File: config.mk
export PLATFORM = sky130hd
export DESIGN_NAME = cycle_sequencer
export DESIGN_NICKNAME = d
export VERILOG_FILES = /design/src/rtl/cycle_sequencer_pkg.sv /design/src/rtl/cycle_edge_detect.sv /design/src/rtl/cycle_sequencer.sv
export SDC_FILE = /design/constraint.sdc
export NUM_CORES = 1
export LEC_CHECK = 0
export CAP_MARGIN = 20
export CORE_MARGIN = 2
export CORE_UTILIZATION = 52
export CTS_BUF_LIST = sky130_fd_sc_hd__clkbuf_2
export CTS_CLUSTER_DIAMETER = 50
export DETAILED_ROUTE_END_ITERATION = 10
export GPL_TIMING_DRIVEN = 0
export PLACE_DENSITY = 0.8
export SLEW_MARGIN = 0
export SYNTH_ARGS = -nofsm -noshare
export SYNTH_HDL_FRONTEND = slang
export SYNTH_HIERARCHICAL = 1
export SYNTH_SLANG_ARGS = --single-unit
export TNS_END_PERCENT = 30
File: constraint.sdc
create_clock -name sysclk -period 1.7 [get_ports sysclk]
set_input_delay 0.255 -clock sysclk [delete_from_list [all_inputs] [get_ports sysclk]]
set_output_delay 0.255 -clock sysclk [all_outputs]
set_load 0.02 [all_outputs]
File: src/rtl/cycle_sequencer_pkg.sv
// Shared phase codes, FSM encoding and subcycle helpers
// for the instruction cycle sequencer.
package cycle_sequencer_pkg;

  localparam int unsigned NUM_SUBCYCLES = 8;

  localparam logic [2:0] PH_A1 = 3'd0;
  localparam logic [2:0] PH_A2 = 3'd1;
  localparam logic [2:0] PH_A3 = 3'd2;
  localparam logic [2:0] PH_M1 = 3'd3;
  localparam logic [2:0] PH_M2 = 3'd4;
  localparam logic [2:0] PH_X1 = 3'd5;
  localparam logic [2:0] PH_X2 = 3'd6;
  localparam logic [2:0] PH_X3 = 3'd7;

  typedef enum logic [1:0] {
    ST_IDLE,
    ST_STARTUP,
    ST_RUN,
    ST_HOLD
  } state_e;

  function automatic logic [NUM_SUBCYCLES-1:0] phase_onehot(
    input logic [2:0] ph
  );
    phase_onehot     = '0;
    phase_onehot[ph] = 1'b1;
  endfunction

endpackage

File: src/rtl/cycle_edge_detect.sv
// clk2 rise detection and sticky clk1/clk2 overlap flag,
// both sampled as data on the system clock.
module cycle_edge_detect (
  input  logic clk_i,
  input  logic rst_i,
  input  logic clk1_i,
  input  logic clk2_i,
  output logic rise_o,
  output logic overlap_err_o
);

  logic clk2_q;
  logic overlap_q;
  logic overlap_d;

  assign overlap_d = overlap_q | (clk1_i & clk2_i);

  // clk2_q resets high so a clk2 already high at release is no rise
  always_ff @(posedge clk_i) begin
    if (rst_i) begin
      clk2_q    <= 1'b1;
      overlap_q <= 1'b0;
    end else begin
      clk2_q    <= clk2_i;
      overlap_q <= overlap_d;
    end
  end

  assign rise_o        = clk2_i & ~clk2_q;
  assign overlap_err_o = overlap_q;

endmodule

File: src/rtl/cycle_sequencer.sv
// Eight-subcycle instruction cycle sequencer stepped by clk2 rises.
// Optional X3 hold on stop: define CYCLE_SEQUENCER_STOP_EN.
module cycle_sequencer
  import cycle_sequencer_pkg::*;
#(
  parameter int unsigned STARTUP_PHASES = 2
) (
  input  logic       sysclk,
  input  logic       poc,
  input  logic       clk1,
  input  logic       clk2,
  input  logic       stop,
  output logic [2:0] phase,
  output logic [7:0] phase_oh,
  output logic       sync,
  output logic       stop_ack,
  output logic       overlap_err
);

  localparam logic [3:0] CNT_INIT = 4'(STARTUP_PHASES);

  state_e     state_q, state_d;
  logic [3:0] cnt_q, cnt_d;
  logic [2:0] phase_q, phase_d;
  logic [7:0] oh_q, oh_d;
  logic       sync_q, sync_d;
  logic       ack_q, ack_d;
  logic       rise;
  logic       stop_en;
  logic       active;

`ifdef CYCLE_SEQUENCER_STOP_EN
  assign stop_en = stop;
`else
  logic unused_stop;
  assign unused_stop = stop;
  assign stop_en     = 1'b0;
`endif

  cycle_edge_detect u_edge (
    .clk_i         (sysclk),
    .rst_i         (poc),
    .clk1_i        (clk1),
    .clk2_i        (clk2),
    .rise_o        (rise),
    .overlap_err_o (overlap_err)
  );

  always_comb begin
    state_d = state_q;
    cnt_d   = cnt_q;
    phase_d = phase_q;
    unique case (state_q)
      ST_IDLE: begin
        state_d = ST_STARTUP;
        cnt_d   = CNT_INIT;
      end
      ST_STARTUP: begin
        if (rise) begin
          if (cnt_q == 4'd0) begin
            state_d = ST_RUN;
            phase_d = PH_X3;
          end else begin
            cnt_d = cnt_q - 4'd1;
          end
        end
      end
      ST_RUN: begin
        if (rise) begin
          if (phase_q == PH_X3 && stop_en) begin
            state_d = ST_HOLD;
          end else begin
            phase_d = phase_q + 3'd1;
          end
        end
      end
      ST_HOLD: begin
        if (rise && !stop_en) begin
          state_d = ST_RUN;
          phase_d = PH_A1;
        end
      end
      default: state_d = ST_IDLE;
    endcase
  end

  // Outputs follow the next state so they change on the same edge
  always_comb begin
    active = (state_d == ST_RUN) || (state_d == ST_HOLD);
    oh_d   = active ? phase_onehot(phase_d) : 8'h00;
    sync_d = active && (phase_d == PH_X3);
    ack_d  = (state_d == ST_HOLD);
  end

  always_ff @(posedge sysclk) begin
    if (poc) begin
      state_q <= ST_IDLE;
      cnt_q   <= CNT_INIT;
      phase_q <= PH_A1;
      oh_q    <= 8'h00;
      sync_q  <= 1'b0;
      ack_q   <= 1'b0;
    end else begin
      state_q <= state_d;
      cnt_q   <= cnt_d;
      phase_q <= phase_d;
      oh_q    <= oh_d;
      sync_q  <= sync_d;
      ack_q   <= ack_d;
    end
  end

  assign phase    = phase_q;
  assign phase_oh = oh_q;
  assign sync     = sync_q;
  assign stop_ack = ack_q;

endmodule

==> flow_summary.json, run 1 <==
{
  "status": "complete, no violations",
  "vias_per_cell": 5.47,
  "syn_area_per_cell_um2": 10.2,
  "rr_startpoint": "u_edge/clk2_q$_SDFF_PP1_",
  "yosysSeqAreaShare_pct": 44.0,
  "track_usage_pct": 18.8,
  "worstPathMaxFanout": 4,
  "postCtsHoldBufs": 0,
  "clk_path_buf_depth": 2,
  "cp-startpoint": "u_edge/clk2_q$_SDFF_PP1_",
  "grt_pass1_vias": 715,
  "synth_edf_count": 0,
  "via_count": 771,
  "required_ps": 1960,
  "start_util_pct": 55.4,
  "fmax_mhz": 607,
  "synthDistinctLibCells": 41,
  "synthCells": 94,
  "ys_ff_latch": 21,
  "max_slew.worst_pin.slew_ps": 436,
  "p_per_area_nw_per_um2": 632,
  "finalNetCount": 126,
  "finalCritPeriodShare_pct": 96.8,
  "place_area_um2": 1160,
  "maxCapViolCount": 0,
  "layout_commonest_cell": "dfxtp_1",
  "setup_slack_ps": 53.7,
  "drtIter0Drc": 2,
  "clkSinkCount": 21,
  "numCtsBuffers": 3,
  "hpwl_um": 1290,
  "die_w_um": 46.9,
  "synth_warnings": 6,
  "cts_root_buffer": "clkbuf_2",
  "grt_overflow": 0,
  "antenna_found_initial": 0,
  "drt_first_pass_iters": 4,
  "hp-class": "in2reg",
  "power_w": 0.000779,
  "final_cell_mix": "dfxtp_1, clkdlybuf4s50_1, a21oi_1",
  "synthArstFlopShare_pct": 0,
  "gp_congestion": 0.860,
  "instances_no_fill": 141,
  "fin_crit_ps": 1650,
  "skew_ps": 13.3,
  "slew_violations": 0,
  "numPortBuffers": 17,
  "relSlewSlack_pct": 70.8,
  "synthFlopType": "dfxtp_1",
  "drive_gt1_share_pct": 18.1,
  "cts_max_level": 1,
  "io_pins": 19,
  "setup_viol": 0,
  "avgRoutedWirePerCell_um": 12.7,
  "fillers": 149,
  "die_h_um": 46.9,
  "wl_um": 1790,
  "netlist_area_um2": 956,
  "core-area_um2": 1730,
  "arrival_ps": 1900,
  "cp-end-kind": "register",
  "cts_tree": "built",
  "place_ws_ps": -460,
  "area_growth_pct": 28.9,
  "peakVddDrop_mv": 0.494,
  "num_rows": 15,
  "worstHoldStart": "clk2",
  "critPathKind": "reg2reg",
  "drc_errors": 0,
  "finalInstanceArea_um2": 1230,
  "p_leak_nw": 0.493,
  "multi_input_area_um2": 526,
  "ant_nets": 0,
  "n_antenna_cell": 0,
  "placed_cells": 136,
  "finalSetupTns_ps": 0,
  "syn_nets": 103,
  "regArea_um2": 420,
  "grt_max_degree": 13,
  "finalHoldViolations": 0,
  "clk_latency_ps": 320,
  "dieArea_um2": 2200,
  "clkTransAtPathRegs_ps": 210,
  "grt_pass1_wl_um": 2930,
  "cp-start-kind": "register"
}
repair_timing:
| action | in CTS | in global routing |
|---|---|---|
| gates resized for setup | 4 | 7 |
| hold endpoints to repair | 0 | 0 |
| pin swaps | 3 | 0 |
| setup endpoints to repair | 5 | 8 |
| setup buffers | 1 | 0 |
synthesized netlist by cell type (all sizes together), types with 2 or more instances:
library cell  instances  area, um^2
a21oi                 7        38.8
a311oi                2        23.8
buf                   4        35.0
dfxtp                21         420
ha                    4        50.1
inv                   4        15.0
mux2i                 2        20.0
nand2                 3        11.3
nand2b                5        31.3
nor2                  4        15.0
nor2b                 2        12.5
nor3                  2        10.0
nor3b                 3        27.5
nor4                  7        50.1
o21ai                 2        10.0
o21ba                 2        20.0
o32ai                 2        17.5
or3                   2        12.5
path summary, 6_finish.rpt:
path	endpoint	slack (ps)	depth (start not counted)
min	u_edge/clk2_q$_SDFF_PP1_	290	2
max reg2reg	phase_oh[2]$_SDFF_PP0_	50	7
max	phase_oh[2]$_SDFF_PP0_	50	7
min reg2reg	u_edge/overlap_err_o$_SDFF_PP0_	500	2
through the flow:
step	utilization (%)	hold WS [ps]
final	71.4	285
after global routing	71.4	268
after CTS	69.3	298
after detailed placement	67.0	461
after global placement	67.0	459
after floorplan	-	327
where the power goes:
| part | switching (W) | internal [W] |
|---|---|---|
| registers | 0.00000477 | 0.000499 |
| clock network | 0.000157 | 0.0000534 |
| logic | 0.0000324 | 0.0000324 |
critical path, stage by stage, from the launching register on:
cell and delay (ps):
dfxtp_1 370, nor2b_4 110, buf_6 90, inv_1 30, ha_1 160, nand2b_1 170, a211o_1 380, nor4_2 290
layout make-up:
class / count / area share (%)
clock buffers: 3 / 1.22
well taps: 25 / 2.54
repair buffers: 18 / 14.7
multi-input cells: 64 / 42.6
flip-flops and latches: 21 / 34.1
inverters: 4 / 1.22
plain buffers: 5 / 3.15
clock inverters: 1 / 0.406
kinds of logic (layout without fill, tap and decap cells):
| logic type | after synthesis | after routing | share of synthesized area, % |
|---|---|---|---|
| buffers and inverters | 9 | 31 | 5.63 |
| AND/OR/NAND/NOR | 37 | 37 | 26.3 |
| flip-flops | 21 | 21 | 44.0 |
| multiplexers | 2 | 2 | 2.09 |
| AO/OA/AOI/OAI | 21 | 21 | 16.8 |
| adder cells (fa/ha/maj) | 4 | 4 | 5.24 |
state kept, by name, indices dropped and copies added, names as in the netlist:
| name | flops |
|---|---|
| phase_oh | 8 |
| u_edge/clk2_q | 1 |
| u_edge/overlap_err_o | 1 |
| sync | 1 |
| state_q | 2 |
| phase | 3 |
| stop_ack | 1 |
| cnt_q | 4 |
routing by layer:
layer | vias up | track usage, % | wire length (um)
li1 | 392 | - | -
met1 | 358 | 24.4 | 849
met2 | 17 | 29.9 | 858
met3 | 4 | 2.31 | 61
met4 | 0 | 11.1 | 21
met5 | - | 0 | 0
No activity file was read; power rests on OpenSTA's default activity.
==> run 2: changes to the inputs <==
--- a/config.mk
+++ b/config.mk
@@ -6,13 +6,12 @@
 export NUM_CORES = 1
 export LEC_CHECK = 0
 export CAP_MARGIN = 20
+export CORE_ASPECT_RATIO = 0.5
 export CORE_MARGIN = 2
-export CORE_UTILIZATION = 52
+export CORE_UTILIZATION = 35
 export CTS_BUF_LIST = sky130_fd_sc_hd__clkbuf_2
 export CTS_CLUSTER_DIAMETER = 50
 export DETAILED_ROUTE_END_ITERATION = 10
-export GPL_TIMING_DRIVEN = 0
-export PLACE_DENSITY = 0.8
 export SLEW_MARGIN = 0
 export SYNTH_ARGS = -nofsm -noshare
 export SYNTH_HDL_FRONTEND = slang
==> flow_summary.json, run 2 (synthesis results as in run 1) <==
{
  "status": "complete, no violations",
  "setup_viol": 0,
  "rsz0062_at_grt": "yes",
  "grt_max_degree": 13,
  "worstPathMaxFanout": 4,
  "relSlewSlack_pct": 75.7,
  "critPathTopFamily": "buffers and inverters",
  "grt_pass1_wl_um": 3100,
  "finalNetCount": 129,
  "critPathKind": "reg2out",
  "via_count": 780,
  "whs_ps": 501,
  "p_per_area_nw_per_um2": 628,
  "fin_crit_ps": 1600,
  "finalCritPeriodShare_pct": 94.3,
  "cp-end-kind": "output pin",
  "worst-path-buf-inv": 1,
  "grt_overflow": 0,
  "p_leak_nw": 0.496,
  "start_util_pct": 36.7,
  "arrival_ps": 1350,
  "numCtsBuffers": 3,
  "cts_root_buffer": "clkbuf_2",
  "clk_latency_ps": 320,
  "clk_path_buf_depth": 2,
  "clkSinkCount": 21,
  "io_pins": 19,
  "antenna_found_initial": 0,
  "finalSetupTns_ps": 0,
  "drtIter0Drc": 52,
  "skew_ps": 2.79,
  "gp_congestion": 0.763,
  "ant_nets": 0,
  "crit_chain": "clkdlybuf4s50_1",
  "peakVddDrop_mv": 0.237,
  "cts_max_level": 1,
  "setup_slack_ps": 96.6,
  "hp-class": "reg2reg",
  "die_h_um": 41.0,
  "drc_errors": 0,
  "critPathMaxStageDelay_ps": 620,
  "max_slew.worst_pin.slew_ps": 364,
  "fillers": 260,
  "cts_setup_buffers": 0,
  "avgRoutedWirePerCell_um": 11.8,
  "maxCapViolCount": 0,
  "wl_um": 1840,
  "grt_pass1_vias": 705,
  "cp-start-kind": "register",
  "vias_per_cell": 5.00,
  "num_rows": 13,
  "track_usage_pct": 13.2,
  "cts_tree": "built",
  "required_ps": 1440,
  "drive_gt1_share_pct": 19.3,
  "hpwl_um": 1320,
  "final_cell_mix": "dfxtp_1, clkdlybuf4s50_1, buf_4",
  "layout_commonest_cell": "dfxtp_1",
  "core-area_um2": 2600,
  "dieArea_um2": 3190,
  "die_w_um": 77.9,
  "fmax_mhz": 624,
  "numPortBuffers": 17,
  "largest_register_ffs": 8,
  "place_ws_ps": -239,
  "cp_slowest_cell": "clkdlybuf4s50_1",
  "finalHoldViolations": 0,
  "drt_first_pass_iters": 4,
  "slew_violations": 0,
  "clkTransAtPathRegs_ps": 200,
  "n_antenna_cell": 0,
  "area_growth_pct": 30.2
}
[run 2: cell types whose count changed in the layout (fill, tap and decap cells not counted), sizes merged]
cell           change
dlygate4sd2        -1
buf                +4
clkbuf             -1
clkdlybuf4s50      +1
[run 2: tightest hold or removal path: stages (launching register included)]
cell and delay (ps):
dfxtp_1 370, a21oi_1 40, nor2_1 70
[run 2: path summary, 6_finish.rpt]
| kind | from | to | slack [ps] | depth (start not counted) |
|---|---|---|---|---|
| max | phase[2]$_SDFF_PP0_ | phase[2] | 100 | 1 |
| min reg2reg | u_edge/overlap_err_o$_SDFF_PP0_ | u_edge/overlap_err_o$_SDFF_PP0_ | 500 | 2 |
| min | u_edge/overlap_err_o$_SDFF_PP0_ | u_edge/overlap_err_o$_SDFF_PP0_ | 500 | 2 |
| max reg2reg | cnt_q[0]$_SDFFE_PP0P_ | phase_oh[3]$_SDFF_PP0_ | 170 | 5 |
[run 2: layout make-up]
type	instances	area, um^2	share of cell area, %
multi-input cells	64	500	40.2
flip-flops and latches	21	420	33.8
repair buffers	26	243	19.5
well taps	37	46.3	3.72
clock buffers	3	15.0	1.21
inverters	4	15.0	1.21
clock inverters	1	5.00	0.402
[run 2: what timing repair did]
action                                  CTS  global route
hold buffers                              0             0
endpoints found under the setup margin    0            11
gates resized for setup                   0             5
endpoints found under the hold margin     0             0
[run 2: stage by stage]
step / utilization [%] / total power [W] / cell area [um^2] / cells
2_1_floorplan: - / 0.000555 / 956 / 94
3_3_place_gp: 46.2 / 0.000581 / 1200 / 152
3_5_place_dp: 46.2 / 0.000582 / 1200 / 152
4_1_cts: 46.9 / 0.000797 / 1220 / 156
5_1_grt: 47.8 / 0.000823 / 1240 / 156
6_report: 47.8 / 0.000782 / 1240 / 156
[run 2: per-layer routing]
metal	up-vias	part of all wire (%)	wire [um]	GRT usage, %
li1	398	-	-	-
met1	366	49	905	15.4
met2	14	46	844	24.1
met3	2	4.0	74	4.63
met4	0	0.92	17	3.95
met5	-	0	0	0
[run 2: where the power goes]
part | total [W] | switching, W | internal [W]
Sequential | 0.000506 | 0.00000662 | 0.000499
Combinational | 0.0000668 | 0.0000305 | 0.0000362
Clock | 0.000209 | 0.000156 | 0.0000533
==> run 3: changes to the inputs <==
--- a/config.mk
+++ b/config.mk
@@ -7,7 +7,6 @@
 export LEC_CHECK = 0
 export CAP_MARGIN = 20
 export CORE_ASPECT_RATIO = 0.5
-export CORE_MARGIN = 2
 export CORE_UTILIZATION = 35
 export CTS_BUF_LIST = sky130_fd_sc_hd__clkbuf_2
 export CTS_CLUSTER_DIAMETER = 50
==> flow_summary.json, run 3 (synthesis results as in run 1) <==
{
  "maxCapViolCount": 0,
  "numPortBuffers": 17,
  "grt_pass1_wl_um": 3410,
  "setup_viol": 0,
  "area_growth_pct": 28.5,
  "relSlewSlack_pct": 74.5,
  "switching_share_pct": 24.4,
  "max_slew.worst_pin.slew_ps": 383,
  "seqPwrFrac_pct": 65.2,
  "final_core_util_pct": 51.5,
  "peakVddDrop_mv": 0.328,
  "layout_commonest_cell": "dfxtp_1",
  "num_rows": 12,
  "numCtsBuffers": 3,
  "cp-end-kind": "register",
  "wl_um": 2040,
  "clk_latency_ps": 320,
  "fin_crit_ps": 1610,
  "clockPowerShare_pct": 26.4,
  "finalNetCount": 128,
  "p_int_w": 0.000587,
  "largest_register_ffs": 8,
  "cp-start-kind": "input port",
  "clkTransAtPathRegs_ps": 200,
  "track_usage_pct": 15.6,
  "placed_cells": 149,
  "instances_no_fill": 153,
  "arrival_ps": 1860,
  "gp_congestion": 0.757,
  "core-area_um2": 2390,
  "clk_path_buf_depth": 2,
  "n_antenna_cell": 0,
  "hp-class": "reg2reg",
  "fillers": 215,
  "power_w": 0.000777,
  "finalHoldViolations": 0,
  "worstPathMaxFanout": 4,
  "drc_errors": 0,
  "die_w_um": 75.9,
  "grt_pass1_vias": 797,
  "grt_max_degree": 13,
  "drt_first_pass_iters": 4,
  "start_util_pct": 40.0,
  "dieArea_um2": 2960,
  "hpwl_um": 1530,
  "die_h_um": 39.0,
  "via_count": 809,
  "drtIter0Drc": 66,
  "p_leak_nw": 0.494,
  "fmax_mhz": 620,
  "avgRoutedWirePerCell_um": 13.3,
  "postCtsHoldBufs": 0,
  "ant_nets": 0,
  "finalCritPeriodShare_pct": 94.8,
  "clkSinkCount": 21,
  "cts_tree": "built",
  "drive_gt1_share_pct": 17.8,
  "required_ps": 1950,
  "status": "complete, no violations",
  "p_per_area_nw_per_um2": 632,
  "critPathKind": "in2reg",
  "switchingPower_w": 0.000190,
  "slew_violations": 0,
  "rsz0062_at_grt": "yes",
  "cts_root_buffer": "clkbuf_2",
  "final_cell_mix": "dfxtp_1, clkdlybuf4s50_1, buf_4",
  "antenna_found_initial": 0,
  "cts_max_level": 1,
  "whs_ps": 505,
  "skew_ps": 7.18,
  "finalSetupTns_ps": 0,
  "vias_per_cell": 5.29,
  "grt_overflow": 0,
  "comb_power_share_pct": 8.5,
  "io_pins": 19
}
[run 3: cell count changes in the layout (fill, tap and decap cells not counted), sizes merged]
cell  previous run  this run
buf              9         8
[run 3: cell type report]
class                           instances  area, um^2  area share [%]
Timing Repair Buffer                   25         235            19.1
Multi-Input combinational cell         64         494            40.2
Inverter                                4        15.0            1.22
Sequential cell                        21         420            34.2
Clock inverter                          1        5.00           0.407
Tap cell                               35        43.8            3.56
Clock buffer                            3        15.0            1.22
[run 3: stage by stage]
stage | area [um^2] | setup WS [ps]
final | 1230 | 87.7
after global routing | 1230 | -4.20
after CTS | 1210 | 32.7
after detailed placement | 1190 | -247
after global placement | 1190 | -224
after floorplan | 956 | 250
[run 3: worst max-delay path, cell delays in order]
cell	delay [ps]
clkdlybuf4s50_1	470
nor2b_1	160
inv_1	60
ha_1	270
nand2b_1	80
a211o_1	380
nor4_1	190
[run 3: power by group through the flow]
stage | logic (W) | clock network, W | registers, W
after CTS | 0.0000648 | 0.000211 | 0.000506
after global placement | 0.0000620 | 0 | 0.000515
final | 0.0000657 | 0.000205 | 0.000506
after detailed placement | 0.0000644 | 0 | 0.000516
after global routing | 0.0000725 | 0.000230 | 0.000508
after floorplan | 0.0000398 | 0 | 0.000515
[run 3: repair_timing]
action                                  4_1_cts  5_1_grt
buffers inserted                              0        0
gates resized for setup                       0        5
endpoints found under the setup margin        0       11
[run 3: worst paths after layout]
kind | to | start | slack, ps | cells past startpoint
worst max-delay path | phase_oh[2]$_SDFF_PP0_ | clk2 | 90 | 7
worst min-delay path | u_edge/overlap_err_o$_SDFF_PP0_ | u_edge/overlap_err_o$_SDFF_PP0_ | 510 | 2
worst max register to register | phase_oh[7]$_SDFF_PP0_ | phase[0]$_SDFF_PP0_ | 190 | 5
worst min register to register | u_edge/overlap_err_o$_SDFF_PP0_ | u_edge/overlap_err_o$_SDFF_PP0_ | 510 | 2
[run 3: routing by layer]
layer	track usage [%]	share of wire, %	vias up
met3	5.18	5.0	4
li1	-	-	397
met5	0	0	-
met2	30.0	50	30
met1	16.2	43	378
met4	8.17	1.8	0
